## src/rtl/mips_ctrl_pkg.sv

```systemverilog
// rtl/mips_ctrl_pkg.sv - shared encodings for the multi-cycle MIPS control path
package mips_ctrl_pkg;

  // Control FSM states; the encoding is also exported on state_dbg.
  typedef enum logic [3:0] {
    S_IDLE       = 4'd0,
    S_FETCH      = 4'd1,
    S_DECODE     = 4'd2,
    S_MEM_ADDR   = 4'd3,
    S_MEM_READ   = 4'd4,
    S_WRITE_BACK = 4'd5,
    S_MEM_WRITE  = 4'd6,
    S_EXECUTE    = 4'd7,
    S_R_COMPLETE = 4'd8,
    S_BRANCH     = 4'd9,
    S_JUMP       = 4'd10
  } state_t;

  // Opcode field (instruction bits 31:26).
  localparam logic [5:0] OP_RTYPE = 6'b000000;
  localparam logic [5:0] OP_LW    = 6'b100011;
  localparam logic [5:0] OP_SW    = 6'b101011;
  localparam logic [5:0] OP_BEQ   = 6'b000100;
  localparam logic [5:0] OP_J     = 6'b000010;

  // ALU operation class handed to the ALU control unit.
  localparam logic [1:0] ALU_OP_ADD   = 2'b00;
  localparam logic [1:0] ALU_OP_SUB   = 2'b01;
  localparam logic [1:0] ALU_OP_FUNCT = 2'b10;

  // ALU B operand select.
  localparam logic [1:0] SRCB_REG      = 2'b00;
  localparam logic [1:0] SRCB_FOUR     = 2'b01;
  localparam logic [1:0] SRCB_IMM      = 2'b10;
  localparam logic [1:0] SRCB_IMM_SHL2 = 2'b11;

  // PC source select.
  localparam logic [1:0] PCSRC_ALU    = 2'b00;
  localparam logic [1:0] PCSRC_ALUOUT = 2'b01;
  localparam logic [1:0] PCSRC_JUMP   = 2'b10;

  // Full set of datapath controls produced each cycle.
  typedef struct packed {
    logic       pc_write;
    logic       pc_write_cond;
    logic       i_or_d;
    logic       mem_read;
    logic       mem_write;
    logic       ir_write;
    logic       mem_to_reg;
    logic       reg_dst;
    logic       reg_write;
    logic       alu_src_a;
    logic [1:0] alu_src_b;
    logic [1:0] alu_op;
    logic [1:0] pc_source;
    logic       illegal_op;
    logic       mem_timeout;
  } ctrl_t;

  function automatic logic op_supported(input logic [5:0] op);
    return (op == OP_RTYPE) || (op == OP_LW) || (op == OP_SW) ||
           (op == OP_BEQ) || (op == OP_J);
  endfunction

endpackage

```

## src/rtl/multicycle_control_fsm_if.sv

```systemverilog
// rtl/multicycle_control_fsm_if.sv - opcode/memory handshake in, datapath controls out
interface multicycle_control_fsm_if;

  logic [5:0] op;
  logic       mem_ready;
  logic       pc_write;
  logic       pc_write_cond;
  logic       i_or_d;
  logic       mem_read;
  logic       mem_write;
  logic       ir_write;
  logic       mem_to_reg;
  logic       reg_dst;
  logic       reg_write;
  logic       alu_src_a;
  logic [1:0] alu_src_b;
  logic [1:0] alu_op;
  logic [1:0] pc_source;
  logic       illegal_op;
  logic       mem_timeout;
  logic [3:0] state_dbg;

  // Control FSM side.
  modport master (
    input  op, mem_ready,
    output pc_write, pc_write_cond, i_or_d, mem_read, mem_write, ir_write,
           mem_to_reg, reg_dst, reg_write, alu_src_a, alu_src_b, alu_op,
           pc_source, illegal_op, mem_timeout, state_dbg
  );

  // Datapath side.
  modport slave (
    output op, mem_ready,
    input  pc_write, pc_write_cond, i_or_d, mem_read, mem_write, ir_write,
           mem_to_reg, reg_dst, reg_write, alu_src_a, alu_src_b, alu_op,
           pc_source, illegal_op, mem_timeout, state_dbg
  );

endinterface

```

## src/rtl/multicycle_ctrl_decode.sv

```systemverilog
// rtl/multicycle_ctrl_decode.sv - combinational state/handshake to control decode
module multicycle_ctrl_decode
  import mips_ctrl_pkg::*;
(
  input  state_t     state,
  input  logic       mem_ready,
  input  logic [5:0] op,
  input  logic       timeout,
  output ctrl_t      ctrl
);

  // Moore controls per state, with FETCH load enables qualified by mem_ready.
  always_comb begin
    ctrl = '0;
    case (state)
      S_FETCH: begin
        ctrl.mem_read  = 1'b1;
        ctrl.alu_src_b = SRCB_FOUR;
        ctrl.alu_op    = ALU_OP_ADD;
        ctrl.pc_source = PCSRC_ALU;
        ctrl.ir_write  = mem_ready;
        ctrl.pc_write  = mem_ready;
      end
      S_DECODE: begin
        // Branch target is precomputed into ALUOut while the opcode is decoded.
        ctrl.alu_src_b  = SRCB_IMM_SHL2;
        ctrl.alu_op     = ALU_OP_ADD;
        ctrl.illegal_op = !op_supported(op);
      end
      S_MEM_ADDR: begin
        ctrl.alu_src_a = 1'b1;
        ctrl.alu_src_b = SRCB_IMM;
        ctrl.alu_op    = ALU_OP_ADD;
      end
      S_MEM_READ: begin
        ctrl.mem_read = 1'b1;
        ctrl.i_or_d   = 1'b1;
      end
      S_WRITE_BACK: begin
        ctrl.reg_write  = 1'b1;
        ctrl.mem_to_reg = 1'b1;
      end
      S_MEM_WRITE: begin
        ctrl.mem_write = 1'b1;
        ctrl.i_or_d    = 1'b1;
      end
      S_EXECUTE: begin
        ctrl.alu_src_a = 1'b1;
        ctrl.alu_src_b = SRCB_REG;
        ctrl.alu_op    = ALU_OP_FUNCT;
      end
      S_R_COMPLETE: begin
        ctrl.reg_write = 1'b1;
        ctrl.reg_dst   = 1'b1;
      end
      S_BRANCH: begin
        ctrl.alu_src_a     = 1'b1;
        ctrl.alu_src_b     = SRCB_REG;
        ctrl.alu_op        = ALU_OP_SUB;
        ctrl.pc_write_cond = 1'b1;
        ctrl.pc_source     = PCSRC_ALUOUT;
      end
      S_JUMP: begin
        ctrl.pc_write  = 1'b1;
        ctrl.pc_source = PCSRC_JUMP;
      end
      default: ctrl = '0;
    endcase
    // An expired memory wait withdraws every request and only flags the abort.
    if (timeout) begin
      ctrl             = '0;
      ctrl.mem_timeout = 1'b1;
    end
  end

endmodule

```

## src/rtl/multicycle_control_fsm.sv

```systemverilog
// rtl/multicycle_control_fsm.sv - multi-cycle MIPS control FSM with memory wait timeout
module multicycle_control_fsm
  import mips_ctrl_pkg::*;
#(
  parameter int TIMEOUT_CYCLES = 15,
  parameter int CNT_W          = 8
) (
  input logic                     clk,
  input logic                     rst_n,
  multicycle_control_fsm_if.master bus
);

  state_t           state;
  state_t           next_state;
  logic [CNT_W-1:0] wait_cnt;
  logic             in_wait;
  logic             timeout;
  ctrl_t            ctrl;

  assign in_wait = (state == S_FETCH) || (state == S_MEM_READ) || (state == S_MEM_WRITE);
  assign timeout = in_wait && !bus.mem_ready && (wait_cnt == CNT_W'(TIMEOUT_CYCLES));

  // Next-state selection; op only matters in DECODE and MEM_ADDR.
  always_comb begin
    next_state = state;
    case (state)
      S_IDLE:       next_state = S_FETCH;
      S_FETCH:      next_state = bus.mem_ready ? S_DECODE : S_FETCH;
      S_DECODE: begin
        case (bus.op)
          OP_LW, OP_SW: next_state = S_MEM_ADDR;
          OP_RTYPE:     next_state = S_EXECUTE;
          OP_BEQ:       next_state = S_BRANCH;
          OP_J:         next_state = S_JUMP;
          default:      next_state = S_FETCH;
        endcase
      end
      S_MEM_ADDR: begin
        if (bus.op == OP_LW)      next_state = S_MEM_READ;
        else if (bus.op == OP_SW) next_state = S_MEM_WRITE;
        else                      next_state = S_FETCH;
      end
      S_MEM_READ:   next_state = bus.mem_ready ? S_WRITE_BACK : S_MEM_READ;
      S_WRITE_BACK: next_state = S_FETCH;
      S_MEM_WRITE:  next_state = bus.mem_ready ? S_FETCH : S_MEM_WRITE;
      S_EXECUTE:    next_state = S_R_COMPLETE;
      S_R_COMPLETE: next_state = S_FETCH;
      S_BRANCH:     next_state = S_FETCH;
      S_JUMP:       next_state = S_FETCH;
      default:      next_state = S_IDLE;
    endcase
    if (timeout) next_state = S_FETCH;
  end

  // State register and memory wait counter; the counter restarts on every
  // state change and after an abort so each wait gets a full budget.
  always_ff @(posedge clk) begin
    if (!rst_n) begin
      state    <= S_IDLE;
      wait_cnt <= '0;
    end else begin
      state <= next_state;
      if (timeout || (next_state != state)) wait_cnt <= '0;
      else if (in_wait && !bus.mem_ready)   wait_cnt <= wait_cnt + 1'b1;
    end
  end

  multicycle_ctrl_decode u_decode (
    .state     (state),
    .mem_ready (bus.mem_ready),
    .op        (bus.op),
    .timeout   (timeout),
    .ctrl      (ctrl)
  );

  assign bus.pc_write      = ctrl.pc_write;
  assign bus.pc_write_cond = ctrl.pc_write_cond;
  assign bus.i_or_d        = ctrl.i_or_d;
  assign bus.mem_read      = ctrl.mem_read;
  assign bus.mem_write     = ctrl.mem_write;
  assign bus.ir_write      = ctrl.ir_write;
  assign bus.mem_to_reg    = ctrl.mem_to_reg;
  assign bus.reg_dst       = ctrl.reg_dst;
  assign bus.reg_write     = ctrl.reg_write;
  assign bus.alu_src_a     = ctrl.alu_src_a;
  assign bus.alu_src_b     = ctrl.alu_src_b;
  assign bus.alu_op        = ctrl.alu_op;
  assign bus.pc_source     = ctrl.pc_source;
  assign bus.illegal_op    = ctrl.illegal_op;
  assign bus.mem_timeout   = ctrl.mem_timeout;
  assign bus.state_dbg     = state;

endmodule

```

## src/flat_wrapper.sv

```systemverilog
// flat-port wrapper written by rule: the top's interface ports become plain ports
module multicycle_control_fsm_flat import mips_ctrl_pkg::*;
#(
  parameter int TIMEOUT_CYCLES = 15,
  parameter int CNT_W          = 8
)
  (clk, rst_n, bus_op, bus_mem_ready, bus_pc_write, bus_pc_write_cond, bus_i_or_d, bus_mem_read, bus_mem_write, bus_ir_write, bus_mem_to_reg, bus_reg_dst, bus_reg_write, bus_alu_src_a, bus_alu_src_b, bus_alu_op, bus_pc_source, bus_illegal_op, bus_mem_timeout, bus_state_dbg);
  multicycle_control_fsm_if bus_i ();
  input logic clk;
  input logic rst_n;
  input wire logic [$bits(bus_i.op)-1:0] bus_op;
  input wire logic [$bits(bus_i.mem_ready)-1:0] bus_mem_ready;
  output wire logic [$bits(bus_i.pc_write)-1:0] bus_pc_write;
  output wire logic [$bits(bus_i.pc_write_cond)-1:0] bus_pc_write_cond;
  output wire logic [$bits(bus_i.i_or_d)-1:0] bus_i_or_d;
  output wire logic [$bits(bus_i.mem_read)-1:0] bus_mem_read;
  output wire logic [$bits(bus_i.mem_write)-1:0] bus_mem_write;
  output wire logic [$bits(bus_i.ir_write)-1:0] bus_ir_write;
  output wire logic [$bits(bus_i.mem_to_reg)-1:0] bus_mem_to_reg;
  output wire logic [$bits(bus_i.reg_dst)-1:0] bus_reg_dst;
  output wire logic [$bits(bus_i.reg_write)-1:0] bus_reg_write;
  output wire logic [$bits(bus_i.alu_src_a)-1:0] bus_alu_src_a;
  output wire logic [$bits(bus_i.alu_src_b)-1:0] bus_alu_src_b;
  output wire logic [$bits(bus_i.alu_op)-1:0] bus_alu_op;
  output wire logic [$bits(bus_i.pc_source)-1:0] bus_pc_source;
  output wire logic [$bits(bus_i.illegal_op)-1:0] bus_illegal_op;
  output wire logic [$bits(bus_i.mem_timeout)-1:0] bus_mem_timeout;
  output wire logic [$bits(bus_i.state_dbg)-1:0] bus_state_dbg;
  assign bus_i.op = bus_op;
  assign bus_i.mem_ready = bus_mem_ready;
  assign bus_pc_write = bus_i.pc_write;
  assign bus_pc_write_cond = bus_i.pc_write_cond;
  assign bus_i_or_d = bus_i.i_or_d;
  assign bus_mem_read = bus_i.mem_read;
  assign bus_mem_write = bus_i.mem_write;
  assign bus_ir_write = bus_i.ir_write;
  assign bus_mem_to_reg = bus_i.mem_to_reg;
  assign bus_reg_dst = bus_i.reg_dst;
  assign bus_reg_write = bus_i.reg_write;
  assign bus_alu_src_a = bus_i.alu_src_a;
  assign bus_alu_src_b = bus_i.alu_src_b;
  assign bus_alu_op = bus_i.alu_op;
  assign bus_pc_source = bus_i.pc_source;
  assign bus_illegal_op = bus_i.illegal_op;
  assign bus_mem_timeout = bus_i.mem_timeout;
  assign bus_state_dbg = bus_i.state_dbg;
  multicycle_control_fsm #(.TIMEOUT_CYCLES(TIMEOUT_CYCLES), .CNT_W(CNT_W)) u_core (.clk(clk), .rst_n(rst_n), .bus(bus_i));
endmodule
```

## config.mk

```make
export PLATFORM = sky130hd
export DESIGN_NAME = multicycle_control_fsm_flat
export DESIGN_NICKNAME = d
export VERILOG_FILES = /design/src/rtl/mips_ctrl_pkg.sv /design/src/rtl/multicycle_control_fsm_if.sv /design/src/rtl/multicycle_ctrl_decode.sv /design/src/rtl/multicycle_control_fsm.sv /design/src/flat_wrapper.sv
export SDC_FILE = /design/constraint.sdc
export NUM_CORES = 1
export LEC_CHECK = 0
export ABC_AREA = 1
export BUFFER_PORTS_ARGS = -buffer_cell sky130_fd_sc_hd__buf_2
export CAP_MARGIN = 20
export CELL_PAD_IN_SITES_DETAIL_PLACEMENT = 0
export CELL_PAD_IN_SITES_GLOBAL_PLACEMENT = 1
export CORE_AREA = 4 4 71 73
export CTS_CLUSTER_DIAMETER = 80
export DETAILED_ROUTE_END_ITERATION = 10
export DIE_AREA = 0 0 75 77
export GPL_ROUTABILITY_DRIVEN = 0
export MAX_ROUTING_LAYER = met4
export PLACE_DENSITY_LB_ADDON = 0.15
export REMOVE_ABC_BUFFERS = 1
export SETUP_SLACK_MARGIN = 0.5
export SYNTH_ARGS = -nofsm -noshare
export SYNTH_HDL_FRONTEND = slang
export SYNTH_HIERARCHICAL = 1
export SYNTH_SLANG_ARGS = --single-unit
```

## constraint.sdc

```tcl
create_clock -name clk -period 1.8 [get_ports clk]
set_clock_uncertainty 0.1 [all_clocks]
set_input_delay 0.09 -clock clk [delete_from_list [all_inputs] [get_ports clk]]
set_output_delay 0.09 -clock clk [all_outputs]
set_load 0.01 [all_outputs]
```

==> flow_summary.toml, run 1 <==
[run_status]
status = "completed"

[cts]
clock_latency_ps = 240
clock-sinks = 12
numCtsBuffers = 3
htree_levels = 1
cts.clk_slew.worst_paths_ps = 50
cts_tree = "yes"
cts_buffer_depth = 2
root_buffer = "clkbuf_8"

[yosys]
avgSynthCellArea_um2 = 6.13
syn_area_um2 = 1200
synth_top_family_by_area = "simple AND/OR/NAND/NOR gates"
synth.area.mux_share = 0.00941
synthSimpleGateAreaFrac = 0.560
synth_xor_area_frac = 0.0513
synthDistinctLibCells = 28
synthAdderAreaFrac = 0.0105
postSynthCellCount = 195
ys.warnings.count = 6
synth_seq_area_share = 0.201
ys_ff_latch = 12
synth-compound-area-share = 0.0377

[timing]
rsz0062_at_grt = "yes"
min_period_over_period = 0.989
drv_slew = 0
tightest_slew_ps = 315
tns_ps = 0
setup_violations = 0
relSlewSlack = 0.790
min_period_ps = 1780
finalHoldViolCount = 0
fmax_ghz = 0.562

[detailed_routing]
drc = 0
routedWlPerCell_um = 11.7
drt_wl_total_mm = 3.55
drt-initial-drc-count = 46
via_count = 1376
antenna_left = 0
drtPass1Iterations = 4
vias_per_cell = 4.54

[layout]
final_cell_area_um2 = 1880
fin_cells = 303
layout_common_cells = "36 x nand2_1, 26 x buf_2, 26 x inv_1"
area_growth_pct = 57.2
mostFrequentLayoutCell = "nand2_1"
nets = 262
drive_above_1_share = 0.526
antennaDiodeCount = 0
finalCoreUtilization = 0.432
fillers = 446

[floorplanning]
die_h_um = 77
die_area_um2 = 5780
design.core.area_um2 = 4350
start_util = 0.275
die_w_um = 75
ios = 31
rows = 24

[placed_design]
hpwlAfterDp_mm = 2.51
dp.cells = 280
port_buffers = 30
place_area_um2 = 1430

[worst_setup_path]
path_common_cell = "nand2_1"
cp-end-kind = "flip-flop"
crit_path_max_incr_delay_ps = 370
cp.required_ps = 1870
worstPathArrival_ps = 1850
crit_fanout = 8
cp_slowest_cell = "dfxtp_4"
crit_type = "reg2reg"
startpoint_type = "flip-flop"
path_cells = "inv_6, nor2_4, nand2_2, buf_4, buf_4, nand2_1, nand2_1, nand3_2, nand2_2, nand2_1, nand3_2, nor2_4, nand2_4, nor2_2"

[pwr]
leakage_uw = 0.000895
finalPower_uw = 845
power_density_nw_per_um2 = 449
ir_worst_vdd_v = 0.000342

[global_route]
grt_overflow_total = 0
grt_antenna_before_repair = 0
grt_pass1_wl_mm = 5.81
first_global_vias = 1281
grt_max_degree = 9
grt.total_usage = 0.128

[flow_run]
drv_cap = 0

[min_path]
hp-class = "in2reg"
[synthesized netlist by cell type (all sizes together)]
library cell / number / area [um^2]
buf: 3 / 22.5
nand2: 49 / 209
o21bai: 1 / 7.51
o22ai: 2 / 12.5
a21oi: 2 / 10.0
inv: 35 / 134
or2: 1 / 6.26
o21ai: 3 / 15.0
nor3: 5 / 40.0
mux2: 1 / 11.3
nand4: 2 / 18.8
nor2: 43 / 221
xor2: 6 / 52.6
xnor2: 1 / 8.76
dfxtp: 12 / 240
and2: 1 / 6.26
ha: 1 / 12.5
nand3: 27 / 168
[worst max-delay path: cells and delay by family, from the launching register on]
family	cells	cell delay [ps]
AND/OR/NAND/NOR	11	950
flip-flops	1	370
buffers and inverters	3	300
[metrics by stage]
stage | hold slack [ps] | setup slack, ps
after floorplan | 87.6 | -112
after global placement | 227 | 43.4
after detailed placement | 214 | 71.8
after CTS | 266 | 66.0
after global routing | 298 | -110
final | 287 | 20.4
[layer usage]
| layer | wire length (um) | track usage | up-vias | part of all wire |
|---|---|---|---|---|
| li1 | - | - | 717 | - |
| met1 | 1620 | 0.173 | 618 | 0.46 |
| met2 | 1700 | 0.195 | 37 | 0.48 |
| met3 | 195 | 0.0209 | 4 | 0.055 |
| met4 | 30 | 0.0320 | 0 | 0.0085 |
| met5 | 0 | - | - | 0 |
[report_power, final]
part,internal (uW),switching [uW],total [uW]
clock network,193,93.3,286
logic,114,167,281
registers,268,9.61,278
[logic make-up (layout without fill, tap and decap cells)]
family,count (synthesis),after routing
simple gates,128,128
buf+inv,38,94
flops,12,12
compound gates,8,8
xor+xnor,7,7
fa+ha+maj,1,1
mux,1,1
[layout make-up]
| cell class | count | area [um^2] | area share |
|---|---|---|---|
| multi-input combinational | 145 | 970 | 0.516 |
| timing repair buffer | 55 | 384 | 0.204 |
| sequential | 12 | 260 | 0.138 |
| inverter | 35 | 146 | 0.0778 |
| tap | 52 | 65.1 | 0.0346 |
| clock buffer | 4 | 55.1 | 0.0293 |
[registers in the layout (all words and copies together) (netlist names)]
register and cells:
u_core/wait_cnt 8, u_core/bus.state_dbg 4
[path summary, 6_finish.rpt]
| kind | cells after the start | from | slack, ps | endpoint |
|---|---|---|---|---|
| setup / recovery | 14 | u_core/bus.state_dbg[0] | 20 | u_core/wait_cnt[0] |
| hold / removal | 6 | bus_op[1] | 290 | u_core/bus.state_dbg[2] |
| setup reg to reg | 14 | u_core/bus.state_dbg[0] | 20 | u_core/wait_cnt[0] |
| hold reg to reg | 4 | u_core/wait_cnt[7] | 470 | u_core/wait_cnt[7] |
[repair_timing]
| action | CTS | global route |
|---|---|---|
| pin swaps | 28 | 19 |
| hold endpoints to repair | 1 | 0 |
| buffers inserted | 11 | 7 |
| hold buffers | 1 | 0 |
| gates resized for setup | 50 | 17 |
| setup endpoints to repair | 29 | 29 |
Power figures use the tool's default switching activity.
==> run 2: changes to the inputs <==
Settings changed: CORE_AREA 4 4 71 73 to 4 4 64 66, DIE_AREA 0 0 75 77 to 0 0 68 70, SYNTH_HIERARCHICAL 1 to unset.
==> flow_summary.toml, run 2 <==
[run_status]
status = "completed"

[yosys]
synthDistinctLibCells = 24
synth_edf_count = 0
syn_area_um2 = 951
async_reset_ff_frac = 0
postSynthCellCount = 158
synth_flop_cell = "dfxtp_1"
synth_seq_area_share = 0.253
ys_ff_latch = 12
avgSynthCellArea_um2 = 6.02
ys.warnings.count = 0
synthTopCellsByCount = "39 x nor2_1, 30 x nand2_1, 23 x inv_1, 13 x nand3_1, 12 x dfxtp_1"
synthTopCellsByArea = "dfxtp_1 25%, nor2_1 15%, nand2_1 12%, inv_1 9.1%, nand3_1 6.8%"
synth_most_common_cell = "nor2_1"
netlist.area_leader.share = 0.253
synth_area_leader_cell = "dfxtp_1"

[cts]
htree_levels = 1
root_buffer = "clkbuf_4"
numCtsBuffers = 3
cts_buffer_depth = 2
clock-sinks = 12
cts_tree = "yes"
clock_latency_ps = 270
cts.clk_slew.worst_paths_ps = 70

[floorplanning]
die_area_um2 = 4760
die_w_um = 68
ios = 31
design.core.area_um2 = 3580
die_h_um = 70
start_util = 0.266
rows = 22

[layout]
drive_above_1_share = 0.502
fillers = 383
fin_cells = 261
area_growth_pct = 66.2
layout_common_cells = "28 x buf_2, 26 x nand2_1, 25 x nor2_1"
nets = 225
largest_reg_flops = 8
mostFrequentLayoutCell = "buf_2"
regMostFlops = "u_core.wait_cnt"
antennaDiodeCount = 0

[pwr]
seq_power_share = 0.426
finalPower_uw = 653
p_switching_uw = 209
power_density_nw_per_um2 = 413
pwr-share-comb = 0.332
p_int_uw = 444
switching_share = 0.320
pwr-share-clk = 0.242
ir_worst_vdd_v = 0.000322
leakage_uw = 0.000786

[worst_setup_path]
r2r_cells = 9
crit_fanout = 8
path_cells = "buf_12, nand2_4, nor2_4, buf_4, a21oi_2, nand4_1, nor2_2, nand3_4, nor2_1"
startpoint_type = "flip-flop"
r2r-end = "u_core.wait_cnt[1]"
crit_family = "simple AND/OR/NAND/NOR gates"
r2r_slack_ps = 120
worstPathArrival_ps = 1780
crit_type = "reg2reg"
cp_slowest_cell = "dfxtp_4"
crit_path_max_incr_delay_ps = 370
cp.required_ps = 1900
path_buf_inv = 2
r2r-start = "u_core.bus.state_dbg[1]"
cp-end-kind = "flip-flop"

[flow_run]
drv_cap = 0

[timing]
fmax_ghz = 0.596
min_period_over_period = 0.931
finalHoldViolCount = 0
setup_violations = 0
relSlewSlack = 0.859
drv_slew = 0
tightest_slew_ps = 210
tns_ps = 0
min_period_ps = 1680
rsz0062_at_grt = "yes"

[detailed_routing]
drc = 0
via_count = 1139
drt_wl_total_mm = 2.75
drt-initial-drc-count = 59
antenna_left = 0
vias_per_cell = 4.36
drtPass1Iterations = 4
routedWlPerCell_um = 10.5

[global_route]
grt_pass1_wl_mm = 4.40
grt_antenna_before_repair = 0
first_global_vias = 1030
grt.total_usage = 0.120
grt_max_degree = 10
grt_overflow_total = 0

[min_path]
hp-class = "in2reg"
whs_path_depth = 3
worst_hold_path.endpoint = "u_core.bus.state_dbg[3]"
hold_start = "rst_n"

[placed_design]
hpwlAfterDp_mm = 2.13
port_buffers = 30
dp.cells = 241
## run 2: layout make-up
type	count	area (um^2)	share of cell area
repair buffers	53	379	0.240
clock buffers	3	22.5	0.0143
inverters	26	110	0.0697
well taps	48	60.1	0.0380
multi-input cells	119	751	0.475
flip-flops and latches	12	258	0.163
## run 2: metrics by stage
| stage | hold slack, ps | util | setup WS [ps] | instance area, um^2 |
|---|---|---|---|---|
| 2_1_floorplan | 152 | - | 222 | 943 |
| 3_3_place_gp | 298 | 0.335 | 18.7 | 1200 |
| 3_5_place_dp | 296 | 0.335 | 11.3 | 1200 |
| 4_1_cts | 12.9 | 0.395 | 128 | 1420 |
| 5_1_grt | 32.6 | 0.442 | 26.1 | 1580 |
| 6_report | 18.9 | 0.442 | 124 | 1580 |
## run 2: logic make-up after synthesis
kind of cell,Yosys count,share of synthesized area
AO/OA/AOI/OAI,9,0.0566
buffers and inverters,27,0.111
XOR/XNOR,7,0.0645
flip-flops,12,0.253
adder cells (fa/ha/maj),1,0.0132
AND/OR/NAND/NOR,102,0.503
## run 2: worst register-to-register path, cell delays in order (launching register included)
cell and delay, ps:
dfxtp_4 370, buf_12 130, nand2_4 90, nor2_4 60, buf_4 130, a21oi_2 180, nand4_1 120, nor2_2 160
nand3_4 150, nor2_1 120
## run 2: power by group through the flow
stage / clock, uW / sequential (uW) / combinational, uW
after floorplan: 0 / 285 / 98.1
after global placement: 0 / 284 / 159
after detailed placement: 0 / 285 / 158
after CTS: 167 / 278 / 191
after global routing: 182 / 279 / 240
final: 158 / 278 / 217
## run 2: how the worst max path moves through the flow
stage | from | end | slack (ps) | cells past startpoint
after global placement | u_core.bus.state_dbg[0] | u_core.wait_cnt[6] | 20 | 8
after floorplan | u_core.bus.state_dbg[0] | u_core.wait_cnt[0] | 220 | 10
after detailed placement | u_core.bus.state_dbg[0] | u_core.wait_cnt[0] | 10 | 12
final | u_core.bus.state_dbg[1] | u_core.wait_cnt[1] | 120 | 9
after CTS | u_core.bus.state_dbg[3] | bus_i_or_d | 130 | 9
after global routing | u_core.bus.state_dbg[0] | u_core.wait_cnt[1] | 30 | 10
## run 2: repair_timing
item | in CTS | in global routing
setup endpoints to repair | 30 | 29
pin swaps | 5 | 18
hold buffers | 0 | 0
buffers inserted | 9 | 8
resized for setup | 38 | 25
## run 2: per-layer routing
layer,vias up,wire length [um],global-route usage
li1,607,-,-
met2,24,1300,0.182
met4,0,33,0.0464
met1,504,1250,0.157
met3,4,174,0.0193
met5,-,0,-
==> run 3: changes to the inputs <==
Settings changed: CELL_PAD_IN_SITES_DETAIL_PLACEMENT 0 to unset, CELL_PAD_IN_SITES_GLOBAL_PLACEMENT 1 to unset.
==> flow_summary.toml, run 3 (synthesis results as in run 2) <==
[worst_setup_path]
worstPathArrival_ps = 1790
cp.required_ps = 1900
cp-end-kind = "flip-flop"
path_cells = "buf_12, nand2_2, nor2_1, a21oi_1, nand4_1, nor2_4, nand3_4, nor2_1"
cp_slowest_cell = "dfxtp_4"
path_common_cell = "nor2_1"
startpoint_type = "flip-flop"
crit_type = "reg2reg"
crit_fanout = 8
crit_path_max_incr_delay_ps = 370

[cts]
numCtsBuffers = 3
clock_latency_ps = 260
cts_buffer_depth = 2
cts.clk_slew.worst_paths_ps = 70
clock-sinks = 12
root_buffer = "clkbuf_4"
postCtsHoldBufs = 0
htree_levels = 1
cts_tree = "yes"

[detailed_routing]
drt_wl_total_mm = 2.70
drt-initial-drc-count = 48
antenna_left = 0
drc = 0
drtPass1Iterations = 4
vias_per_cell = 4.43
via_count = 1139
routedWlPerCell_um = 10.5

[floorplanning]
rows = 22
die_h_um = 70
die_w_um = 68
design.core.area_um2 = 3580
start_util = 0.266
die_area_um2 = 4760
ios = 31

[timing]
relSlewSlack = 0.834
rsz0062_at_grt = "yes"
tightest_slew_ps = 249
fmax_ghz = 0.592
setup_violations = 0
min_period_ps = 1690
drv_slew = 0
finalHoldViolCount = 0
min_period_over_period = 0.939

[layout]
mostFrequentLayoutCell = "buf_2"
multi_input_area_um2 = 764
regMostFlops = "u_core.wait_cnt"
register_area_um2 = 258
fillers = 385
largest_reg_flops = 8
area_growth_pct = 60.1
antennaDiodeCount = 0
drive_above_1_share = 0.493
fin_cells = 257
nets = 221
layout_common_cells = "30 x buf_2, 28 x nor2_1, 24 x nand2_1"

[global_route]
met3_usage = 0.0193
grt_util_met2 = 0.185
grt_max_degree = 9
grt_antenna_before_repair = 0
gr-max-usage-layer = "met2"
first_global_vias = 1022
grt.total_usage = 0.115
grt_pass1_wl_mm = 4.26
grt_overflow_total = 0
met1_usage = 0.138

[pwr]
finalPower_uw = 639
power_density_nw_per_um2 = 420
ir_worst_vdd_v = 0.000272
leakage_uw = 0.000777

[placed_design]
hpwlAfterDp_mm = 2.05
dp.cells = 239
port_buffers = 30

[min_path]
hp-class = "in2reg"

[run_status]
status = "completed"

[flow_run]
drv_cap = 0
run 3: cell types whose count changed in the layout (fill, tap and decap cells not counted), moves of 2 or more:
cell and delta:
nand2_2 +2, buf_6 -5, a21oi_1 +2, nand2_4 +2
buf_2 +2, nand2_1 -2, nor2_2 -4, nor2_1 +3
a21oi_2 -2
run 3: area by class of cell:
| type | instances | area share |
|---|---|---|
| multi-input combinational | 120 | 0.502 |
| sequential | 12 | 0.169 |
| tap | 48 | 0.0394 |
| clock buffer | 3 | 0.0148 |
| inverter | 26 | 0.0740 |
| timing repair buffer | 48 | 0.200 |
run 3: power breakdown:
part,switching [uW],internal (uW)
sequential,10.8,267
combinational,115,88.7
clock,80.4,77.2
run 3: worst paths after layout:
check	start	to	slack (ps)	cells past startpoint
worst min-delay path	rst_n	u_core.bus.state_dbg[2]	10	3
worst max-delay path	u_core.bus.state_dbg[1]	u_core.wait_cnt[4]	110	8
worst max register to register	u_core.bus.state_dbg[1]	u_core.wait_cnt[4]	110	8
worst min register to register	u_core.wait_cnt[1]	u_core.wait_cnt[1]	450	4
run 3: timing repair:
| item | 4_1_cts | 5_1_grt |
|---|---|---|
| buffers inserted | 9 | 5 |
| setup endpoints to repair | 30 | 29 |
| gates resized for setup | 42 | 16 |
| gates cloned | 1 | 0 |
| pin swaps | 9 | 7 |
run 3: critical path, delay by kind of cell, from the launching register on:
family,cells,cell delay [ps]
AOI/OAI and AO/OA,1,230
buffers and inverters,1,130
DFF,1,370
and+or+nand+nor,6,800
run 3: metal layers:
metal	up-vias	share of wire
li1	597	-
met1	509	0.43
met2	29	0.48
met3	4	0.072
met4	0	0.010
met5	-	0
run 3: per-stage QoR:
| step | setup WS [ps] | util | TNS, ps | instance area [um^2] | hold WS (ps) |
|---|---|---|---|---|---|
| floorplan | 222 | - | 0 | 943 | 152 |
| global placement | 35.2 | 0.331 | 0 | 1180 | 304 |
| detailed placement | 17.7 | 0.331 | 0 | 1180 | 288 |
| CTS | 110 | 0.399 | 0 | 1430 | 8.70 |
| global route | -1.78 | 0.426 | -1.78 | 1520 | 28.6 |
| finish | 110 | 0.426 | 0 | 1520 | 11.1 |
